<file path="src/rtl/ctrl_ramdrv_coefseq_pkg.sv">
// Shared definitions for the coefficient-RAM address sequencer:
// FSM state encoding, default parameter values and a width helper.
package ctrl_ramdrv_coefseq_pkg;

  localparam int DEF_ADDR_WIDTH = 12;
  localparam int DEF_NUM_CH     = 4;
  localparam int DEF_LEN_WIDTH  = 8;
  localparam int DEF_STEP_WIDTH = 4;

  typedef enum logic [1:0] {
    S_IDLE = 2'd0,
    S_RUN  = 2'd1,
    S_DONE = 2'd2
  } seq_state_t;

  // Channel index width; a single-channel build still carries a 1-bit index.
  function automatic int ch_width(input int num_ch);
    return (num_ch > 1) ? $clog2(num_ch) : 1;
  endfunction

endpackage

</file>
<file path="src/rtl/ctrl_ramdrv_coefcfg.sv">
// Per-channel coefficient window configuration: base address, tap count
// and stride. One synchronous write port, one combinational read port.
// Out-of-range channel indices are ignored on write and read back as zero.
module ctrl_ramdrv_coefcfg
  import ctrl_ramdrv_coefseq_pkg::*;
#(
  parameter int ADDR_WIDTH = DEF_ADDR_WIDTH,
  parameter int NUM_CH     = DEF_NUM_CH,
  parameter int LEN_WIDTH  = DEF_LEN_WIDTH,
  parameter int STEP_WIDTH = DEF_STEP_WIDTH,
  localparam int CH_WIDTH  = ch_width(NUM_CH)
) (
  input  logic                  clk,
  input  logic                  rst_n,
  input  logic                  wr_en,
  input  logic [CH_WIDTH-1:0]   wr_ch,
  input  logic [ADDR_WIDTH-1:0] wr_base,
  input  logic [LEN_WIDTH-1:0]  wr_len,
  input  logic [STEP_WIDTH-1:0] wr_step,
  input  logic [CH_WIDTH-1:0]   rd_ch,
  output logic [ADDR_WIDTH-1:0] rd_base,
  output logic [LEN_WIDTH-1:0]  rd_len,
  output logic [STEP_WIDTH-1:0] rd_step
);

  logic [ADDR_WIDTH-1:0] base_mem [NUM_CH];
  logic [LEN_WIDTH-1:0]  len_mem  [NUM_CH];
  logic [STEP_WIDTH-1:0] step_mem [NUM_CH];

  logic [31:0] wr_ch_ext;
  logic [31:0] rd_ch_ext;
  logic        wr_ok;
  logic        rd_ok;

  // Range checks done at 32 bits so non-power-of-two channel counts work.
  assign wr_ch_ext = 32'(wr_ch);
  assign rd_ch_ext = 32'(rd_ch);
  assign wr_ok     = wr_ch_ext < 32'(NUM_CH);
  assign rd_ok     = rd_ch_ext < 32'(NUM_CH);

  // Register file update: cleared on reset, written on a valid strobe.
  always_ff @(posedge clk) begin
    if (!rst_n) begin
      for (int i = 0; i < NUM_CH; i++) begin
        base_mem[i] <= '0;
        len_mem[i]  <= '0;
        step_mem[i] <= '0;
      end
    end else if (wr_en && wr_ok) begin
      base_mem[wr_ch] <= wr_base;
      len_mem[wr_ch]  <= wr_len;
      step_mem[wr_ch] <= wr_step;
    end
  end

  // Read port returns stored values, so a same-cycle write is not yet visible.
  always_comb begin
    rd_base = '0;
    rd_len  = '0;
    rd_step = '0;
    if (rd_ok) begin
      rd_base = base_mem[rd_ch];
      rd_len  = len_mem[rd_ch];
      rd_step = step_mem[rd_ch];
    end
  end

endmodule

</file>
<file path="src/rtl/ctrl_ramdrv_coefseq.sv">
// Coefficient RAM address sequencer. Walks a circular window of len taps
// starting at start_phase with a fixed stride, emitting base + offset per
// granted cycle. Channel parameters are snapshotted at start so later
// configuration writes never disturb a running sequence.
//
//   state  | meaning
//   -------+-----------------------------------------------------------
//   S_IDLE | waiting for a start on a valid channel
//   S_RUN  | issuing addresses; advances only when en is high
//   S_DONE | one-cycle completion pulse (normal end, abort or len == 0)
module ctrl_ramdrv_coefseq
  import ctrl_ramdrv_coefseq_pkg::*;
#(
  parameter int ADDR_WIDTH = DEF_ADDR_WIDTH,
  parameter int NUM_CH     = DEF_NUM_CH,
  parameter int LEN_WIDTH  = DEF_LEN_WIDTH,
  parameter int STEP_WIDTH = DEF_STEP_WIDTH,
  localparam int CH_WIDTH  = ch_width(NUM_CH)
) (
  input  logic                  clk,
  input  logic                  rst_n,
  input  logic                  cfg_we,
  input  logic [CH_WIDTH-1:0]   cfg_ch,
  input  logic [ADDR_WIDTH-1:0] cfg_base,
  input  logic [LEN_WIDTH-1:0]  cfg_len,
  input  logic [STEP_WIDTH-1:0] cfg_step,
  input  logic                  start,
  input  logic [CH_WIDTH-1:0]   start_ch,
  input  logic [LEN_WIDTH-1:0]  start_phase,
  input  logic                  en,
  input  logic                  abort,
  output logic                  busy,
  output logic [ADDR_WIDTH-1:0] coef_addr,
  output logic                  addr_vld,
  output logic                  last,
  output logic                  done,
  output logic                  cfg_err
);

  // Offset arithmetic is one bit wider than the window so offset + step
  // cannot overflow before the wrap subtraction.
  localparam int SUM_W = LEN_WIDTH + 1;

  seq_state_t state_q, state_d;

  logic [ADDR_WIDTH-1:0] base_q, base_d;
  logic [LEN_WIDTH-1:0]  len_q, len_d;
  logic [STEP_WIDTH-1:0] step_q, step_d;
  logic [LEN_WIDTH-1:0]  offset_q, offset_d;
  logic [LEN_WIDTH-1:0]  tap_cnt_q, tap_cnt_d;
  logic                  cfg_err_q, cfg_err_d;

  logic [ADDR_WIDTH-1:0] rd_base;
  logic [LEN_WIDTH-1:0]  rd_len;
  logic [STEP_WIDTH-1:0] rd_step;

  logic [31:0]      start_ch_ext;
  logic             start_ok;
  logic             start_bad_cfg;
  logic [SUM_W-1:0] len_ext;
  logic [SUM_W-1:0] off_sum;
  logic [SUM_W-1:0] off_wrap;
  logic             final_tap;

  ctrl_ramdrv_coefcfg #(
    .ADDR_WIDTH (ADDR_WIDTH),
    .NUM_CH     (NUM_CH),
    .LEN_WIDTH  (LEN_WIDTH),
    .STEP_WIDTH (STEP_WIDTH)
  ) u_cfg (
    .clk     (clk),
    .rst_n   (rst_n),
    .wr_en   (cfg_we),
    .wr_ch   (cfg_ch),
    .wr_base (cfg_base),
    .wr_len  (cfg_len),
    .wr_step (cfg_step),
    .rd_ch   (start_ch),
    .rd_base (rd_base),
    .rd_len  (rd_len),
    .rd_step (rd_step)
  );

  assign start_ch_ext  = 32'(start_ch);
  assign start_ok      = start && (start_ch_ext < 32'(NUM_CH));
  assign start_bad_cfg = (SUM_W'(rd_step) >= SUM_W'(rd_len)) || (start_phase >= rd_len);

  // Circular window step: a single conditional subtraction of len.
  assign len_ext   = SUM_W'(len_q);
  assign off_sum   = SUM_W'(offset_q) + SUM_W'(step_q);
  assign off_wrap  = (off_sum >= len_ext) ? (off_sum - len_ext) : off_sum;
  assign final_tap = (tap_cnt_q == (len_q - LEN_WIDTH'(1)));

  assign coef_addr = base_q + ADDR_WIDTH'(offset_q);
  assign cfg_err   = cfg_err_q;

  // State register.
  always_ff @(posedge clk) begin
    if (!rst_n) begin
      state_q <= S_IDLE;
    end else begin
      state_q <= state_d;
    end
  end

  // Snapshot of channel parameters plus walk position and sticky error.
  always_ff @(posedge clk) begin
    if (!rst_n) begin
      base_q    <= '0;
      len_q     <= '0;
      step_q    <= '0;
      offset_q  <= '0;
      tap_cnt_q <= '0;
      cfg_err_q <= 1'b0;
    end else begin
      base_q    <= base_d;
      len_q     <= len_d;
      step_q    <= step_d;
      offset_q  <= offset_d;
      tap_cnt_q <= tap_cnt_d;
      cfg_err_q <= cfg_err_d;
    end
  end

  // Next-state, datapath updates and outputs.
  always_comb begin
    state_d   = state_q;
    base_d    = base_q;
    len_d     = len_q;
    step_d    = step_q;
    offset_d  = offset_q;
    tap_cnt_d = tap_cnt_q;
    cfg_err_d = cfg_err_q;
    busy      = 1'b0;
    addr_vld  = 1'b0;
    last      = 1'b0;
    done      = 1'b0;

    case (state_q)
      S_IDLE: begin
        if (start_ok) begin
          base_d    = rd_base;
          len_d     = rd_len;
          step_d    = rd_step;
          offset_d  = start_phase;
          tap_cnt_d = '0;
          if (start_bad_cfg) begin
            cfg_err_d = 1'b1;
          end
          state_d = (rd_len == '0) ? S_DONE : S_RUN;
        end
      end

      S_RUN: begin
        busy     = 1'b1;
        addr_vld = en;
        last     = en && final_tap;
        if (abort) begin
          state_d = S_DONE;
        end else if (en) begin
          offset_d  = off_wrap[LEN_WIDTH-1:0];
          tap_cnt_d = tap_cnt_q + LEN_WIDTH'(1);
          if (final_tap) begin
            state_d = S_DONE;
          end
        end
      end

      S_DONE: begin
        busy    = 1'b1;
        done    = 1'b1;
        state_d = S_IDLE;
      end

      default: begin
        state_d = S_IDLE;
      end
    endcase
  end

endmodule

</file>
<file path="config.mk">
export PLATFORM = sky130hd
export DESIGN_NAME = ctrl_ramdrv_coefseq
export DESIGN_NICKNAME = d
export VERILOG_FILES = /design/src/rtl/ctrl_ramdrv_coefseq_pkg.sv /design/src/rtl/ctrl_ramdrv_coefcfg.sv /design/src/rtl/ctrl_ramdrv_coefseq.sv
export SDC_FILE = /design/constraint.sdc
export NUM_CORES = 1
export LEC_CHECK = 0
export CAP_MARGIN = 20
export CORE_UTILIZATION = 25
export DETAILED_ROUTE_END_ITERATION = 10
export HOLD_SLACK_MARGIN = 0.05
export PLACE_DENSITY_LB_ADDON = 0.3
export SETUP_SLACK_MARGIN = 0.15
export SYNTH_ARGS = -nofsm -noshare
export SYNTH_HDL_FRONTEND = slang
export SYNTH_SLANG_ARGS = --single-unit
</file>
<file path="constraint.sdc">
create_clock -name clk -period 3.95 [get_ports clk]
set_input_delay 0.395 -clock clk [delete_from_list [all_inputs] [get_ports clk]]
set_output_delay 0.395 -clock clk [all_outputs]
set_load 0.01 [all_outputs]
</file>
After elaboration in Yosys (flattened, before gate mapping)
Memory sizes are Yosys's and may differ from the RTL's. A register that Yosys moved wholly into a read port is not among the register bits.
Index checks and enable logic that the tools add are counted.
{ "op_classes": {"n_addsub": 5, "order_cmp": 5, "n_eq_ne": 8, "muxes": 34, "reduce_logical": 16} }
{ "op_table": {"columns": ["op", "n"], "rows": [
  ["2-to-1 mux 8 bit", 9],
  ["case mux 8 bit (2 select lines)", 2],
  ["2-to-1 mux 2 bit", 8],
  ["adder 12 x 8 -> 12 bit", 1],
  ["2-to-1 mux 12 bit", 1],
  ["OR reduction 12 bit", 1],
  ["2-to-1 mux 1 bit", 11],
  ["adder 8 x 4 -> 9 bit", 1],
  [">= comparator 9 x 8 -> 1 bit", 1],
  ["adder 8 x 1 -> 8 bit (second input constant)", 1],
  ["== test 8 bit", 1],
  [">= comparator 4 x 8 -> 1 bit", 1],
  [">= comparator 8 bit", 1],
  ["zero test 8 bit", 1],
  ["2-to-1 mux 4 bit", 2],
  ["OR reduction 8 bit", 1],
  ["subtractor 8 x 1 -> 8 bit (second input constant)", 1],
  ["subtractor 8 bit", 1],
  ["< comparator 2 x 3 -> 1 bit (second input constant)", 2],
  ["inequality test 2 bit (second input constant)", 3],
  ["inequality test 3 bit (second input constant)", 2],
  ["AND reduction 3 bit", 2],
  ["case mux 2 bit (2 select lines)", 1],
  ["AND reduction 4 bit", 1],
  ["other kinds (10)", 12]
]} }
{ "totals": {"regBits": 31, "mem_bits_rw": 96, "output_inout_bits": 17, "wordCells": 77, "mem_count": 3} }
{ "memory_table": {"columns": ["memory", "words", "width", "read_ports", "rd_clocked_by_memory_dff", "write_ports", "line_no", "rtl"], "rows": [
  ["u_cfg.base_mem", 4, 12, 1, 1, 4, "ctrl_ramdrv_coefcfg.sv:26", "logic [ADDR_WIDTH-1:0] base_mem [NUM_CH];"],
  ["u_cfg.len_mem", 4, 8, 1, 0, 4, "ctrl_ramdrv_coefcfg.sv:27", "logic [LEN_WIDTH-1:0] len_mem [NUM_CH];"],
  ["u_cfg.step_mem", 4, 4, 1, 0, 4, "ctrl_ramdrv_coefcfg.sv:28", "logic [STEP_WIDTH-1:0] step_mem [NUM_CH];"]
]} }

Longest topological paths before layout
{ "logic_depth": {"depth_word": 7, "mapped_depth": 14, "depth_no_buf": 14} }

By module
Synthesis repeated with hierarchy kept, for this count alone.
{ "unflattened": {"hier_cells": 683, "hier_area_um2": 7667.4} }
{ "by_module_without_submodules": {"columns": ["module", "instances", "cells_per_inst", "area_per_inst_um2", "seq_area_each_um2"], "rows": [
  ["ctrl_ramdrv_coefcfg", 1, 251, 4234.1, 2882.8],
  ["ctrl_ramdrv_coefseq", 1, 432, 3433.3, 860.8]
]} }

Worst setup path before layout
Ideal clock, no wire load.
{ "synth_path": {"kind": "reg-to-reg", "start": "register step_q[0]", "end": "register offset_q[0]", "setup_time_ns": 0.074, "arrival_ns": 2.991, "slack_ns": 0.884, "path_stages_with_launch": 15, "path_buffers": 0, "synth_period_minus_slack_ns": 3.066, "path_cell_list": "dfxtp_1 > ha_1 > fa_1 > a21o_1 > a21o_1 > nand3_1 > xnor2_1 > ha_1 > nand4_1 > nor2_1 > a311oi_1 > inv_1 > a21oi_4 > mux2_2 > o21ai_0"} }
{ "synth_via": {"elab_chain_cells": 6, "word_cells_on_any_way": 7, "classes_between": "add/sub: 2; order compare: 1; mux: 4"} }
{ "synth_rtl": {"columns": ["item", "line_no", "rtl"], "rows": [
  ["start: declaration", "ctrl_ramdrv_coefseq.sv:48", "logic [STEP_WIDTH-1:0] step_q, step_d;"],
  ["start signal: assignment", "ctrl_ramdrv_coefseq.sv:118", "step_q <= step_d;"],
  ["adder 8 x 4 -> 9 bit *", "ctrl_ramdrv_coefseq.sv:90", "assign off_sum = SUM_W'(offset_q) + SUM_W'(step_q);"],
  ["subtractor 8 bit / >= comparator 9 x 8 -> 1 bit (equally long branches)", "ctrl_ramdrv_coefseq.sv:91", "assign off_wrap = (off_sum >= len_ext) ? (off_sum - len_ext) : off_sum;"],
  ["2-to-1 mux 8 bit *", "ctrl_ramdrv_coefseq.sv:91", null],
  ["2-to-1 mux 8 bit *", "ctrl_ramdrv_coefseq.sv:160", "end else if (en) begin"],
  ["2-to-1 mux 8 bit *", "ctrl_ramdrv_coefseq.sv:158", "if (abort) begin"],
  ["case mux 8 bit (2 select lines) *", "ctrl_ramdrv_coefseq.sv:139", "case (state_q)"],
  ["end signal: assignment", "ctrl_ramdrv_coefseq.sv:119", "offset_q <= offset_d;"],
  ["end: declaration", "ctrl_ramdrv_coefseq.sv:49", "logic [LEN_WIDTH-1:0] offset_q, offset_d;"]
]} }
Mark *: on every way between the ends. The rest lies on a longest branch, timed or not. The select of a mux whose other input is x is not followed.
A chain may end at the register's enable or synchronous reset.

Worst setup path in the final report
{ "layout_path": {"start": "register offset_q[0]", "end": "output coef_addr[10]"} }
{ "layout_via": {"elab_chain_cells": 1} }
{ "layout_rtl": {"columns": ["item", "line_no", "rtl"], "rows": [
  ["adder 12 x 8 -> 12 bit", "ctrl_ramdrv_coefseq.sv:94", "assign coef_addr = base_q + ADDR_WIDTH'(offset_q);"],
  ["end: declaration", "ctrl_ramdrv_coefseq.sv:33", "output logic [ADDR_WIDTH-1:0] coef_addr,"]
]} }
Every way passes these cells.

==> flow_metrics.env <==
export IMPL_outcome="completed"
export IMPL_rr_endpoint="offset_q[0]$_SDFFE_PN0P_"
export IMPL_rows=62
export IMPL_hold_viol_final=0
export IMPL_first_global_vias=5116
export IMPL_maxCapViolCount=0
export IMPL_synth_warnings=0
export IMPL_final_cell_mix="edfxtp_1 (96), nand2_1 (76), and2_1 (73), clkdlybuf4s50_1 (56), dfxtp_1 (43)"
export IMPL_cts_max_level=4
export IMPL_yosysTopAreaCell="edfxtp_1"
export IMPL_final_setup_tns_ps=0
export IMPL_root_buffer="clkbuf_16"
export IMPL_multi_input_comb_area_um2=3460
export IMPL_cts_hold_buffers_added=0
export IMPL_start_util=0.256
export IMPL_rsz0062_at_grt="false"
export IMPL_syn_avg_cell_area_um2=11.4
export IMPL_wl_per_cell_um=16.4
export IMPL_die_y_um=174
export IMPL_die_w_um=174
export IMPL_critPathMostFrequentCell="o21ai_0"
export IMPL_final_nets=795
export IMPL_min_path_cells=2
export IMPL_post_cts_resized=0
export IMPL_reg2regPathDepth=14
export IMPL_core_area_um2=28900
export IMPL_grt_pass1_wl_um=29000
export IMPL_grt_usage=0.125
export IMPL_fmax_ghz=0.284
export IMPL_grt_start_max_net_pins=67
export IMPL_critPathMaxStageDelay_ps=550
export IMPL_clk_latency_ps=420
export IMPL_worst_setup_path_end_kind="output pin"
export IMPL_n_fill_cell=2948
export IMPL_mostFrequentLayoutCell="edfxtp_1"
export IMPL_fin_crit_sh=0.892
export IMPL_ys_types=51
export IMPL_fin_total_pwr_mw=4.27
export IMPL_tightest_slew_ps=884
export IMPL_layout_drive_gt1_share=0.106
export IMPL_drtIter0Drc=258
export IMPL_power_leakage_nw=3.52
export IMPL_clock_skew_ps=15.8
export IMPL_r2r_start="step_q[0]$_SDFFE_PN0P_"
export IMPL_vias=4982
export IMPL_area_growth_pct=22.3
export IMPL_wirelength_um=18200
export IMPL_synth_area_um2=7410
export IMPL_cts_sinks=139
export IMPL_first_pass_iters=4
export IMPL_syn_num_nets=731
export IMPL_gp_congestion=0.854
export IMPL_synth_edf_count=96
export IMPL_crit_required_ps=3560
export IMPL_antenna_cells=0
export IMPL_place_hpwl_um=12800
export IMPL_num_io_pins=59
export IMPL_drv_slew=0
export IMPL_antenna_found_initial=0
export IMPL_cts_tree="built"
export IMPL_overflow=0
export IMPL_vias_per_cell=4.49
export IMPL_relSlewSlack=0.411
export IMPL_slowest_stage="clkdlybuf4s50_1"
export IMPL_syn_instance_count=649
export IMPL_hold_start="base_q[5]$_SDFFE_PN0P_"
export IMPL_path_cells="ha_1 -> inv_1 -> fa_1 -> nor2b_1 -> o21ai_0 -> a21boi_0 -> o21ai_0 -> a21oi_1 -> nand3_1 -> xnor2_1 -> clkdlybuf4s50_1"
export IMPL_hold_path_class="flip-flop to flip-flop"
export IMPL_crit_fanout=3
export IMPL_clkTransAtPathRegs_ps=60
export IMPL_setup_viol=0
export IMPL_synth_seq_area_share=0.505
export IMPL_power_density_nw_per_um2=470
export IMPL_fin_crit_ps=3520
export IMPL_min_to="base_q[5]$_SDFFE_PN0P_"
export IMPL_crit_path_start_kind="flip-flop"
export IMPL_reg2reg_slack_ps=560
export IMPL_cts_buffers=17
export IMPL_drc=0
export IMPL_seq_area_um2=3740
export IMPL_synthArstFlopShare=0
export IMPL_die_area_um2=30300
export IMPL_ys_seq_elements=139
export IMPL_cts_setup_buffers=0
export IMPL_ir_drop_uv=332
export IMPL_netlist_top_cells_area="edfxtp_1 (39%), dfxtp_1 (12%), mux4_2 (7.0%), ha_1 (6.2%), and2_1 (6.2%)"
export IMPL_port_buffers=58
export IMPL_synth_ff_type="edfxtp_1"
export IMPL_crit_type="flip-flop to output pin"
export IMPL_synth_top_area_share=0.389
export IMPL_ant_nets=0
export IMPL_arrival_ps=3130
export IMPL_clockBufferDepth=2
[power by group]
part,internal (mW),leakage (nW),total (mW),switching [mW]
sequential,1.68,1.29,1.74,0.0670
combinational,0.426,1.95,0.909,0.483
clock,0.946,0.286,1.61,0.667
[sequential cells by signal, summed over array words and instances (netlist names)]
register and cells:
step_q 4, tap_cnt_q 8, cfg_err 1, base_q 12, u_cfg.step_mem 16, offset_q 8
len_q 8, u_cfg.base_mem 48, state_q 2, u_cfg.len_mem 32
[cells in the mapped netlist, drive strengths merged, types with 4 or more instances]
library cell  count
clkbuf           23
nand3            10
mux2i             6
xnor2            22
nor2             24
nor3              5
edfxtp           96
a22o              6
mux4             24
nand4             7
nand2            76
buf               4
nor2b             7
a21o             12
inv              31
a21oi            18
xor2             17
o21ai            14
a21boi           26
nand2b            5
and2             73
and3             28
ha               37
dfxtp            43
o211ai            4
[kinds of logic after synthesis]
| logic type | synth area share |
|---|---|
| compound gates | 0.0947 |
| fa+ha+maj | 0.0705 |
| flops | 0.505 |
| mux | 0.0830 |
| buf+inv | 0.0307 |
| simple gates | 0.170 |
| xor+xnor | 0.0461 |
[critical path: cells and delay by family (launching register included)]
kind                     cells  cell delay (ps)
buffers and inverters        2              600
AND/OR/NAND/NOR              2              250
AO/OA/AOI/OAI                4              750
XOR/XNOR                     1              160
flip-flops                   1              360
adder cells (fa/ha/maj)      2              590
[how the worst max path moves through the flow]
stage                              from                  endpoint  slack [ps]  cells after the start
2_1_floorplan    step_q[0]$_SDFFE_PN0P_  offset_q[0]$_SDFFE_PN0P_         880                     14
5_1_grt        offset_q[0]$_SDFFE_PN0P_             coef_addr[10]         150                     11
4_1_cts        offset_q[0]$_SDFFE_PN0P_             coef_addr[10]         340                     11
6_report       offset_q[0]$_SDFFE_PN0P_             coef_addr[10]         430                     11
3_3_place_gp     step_q[0]$_SDFFE_PN0P_  offset_q[0]$_SDFFE_PN0P_         640                     14
3_5_place_dp     step_q[0]$_SDFFE_PN0P_  offset_q[0]$_SDFFE_PN0P_         600                     14
[layer usage]
layer,track usage,up-vias,wire length (um)
met3,0.0273,12,562
met2,0.199,95,8470
li1,-,2455,-
met1,0.170,2420,9000
met5,0,-,0
met4,0.0322,0,158
[stage by stage]
step                instances   util  area [um2]  hold WS [ps]  setup WS (ps)
detailed placement       1078  0.293        8480           470            598
global placement         1078  0.293        8480           466            643
global route             1110  0.313        9070           508            152
CTS                      1110  0.313        9070           480            338
finish                   1110  0.313        9070           476            427
floorplan                 649      -        7410           448            884
[final cells by class]
class,instances,share of cell area
clock inverters,14,0.0174
well taps,384,0.0530
repair buffers,72,0.0745
clock buffers,18,0.0473
flip-flops and latches,139,0.413
inverters,31,0.0128
multi-input cells,452,0.382
Power figures use the tool's default switching activity.
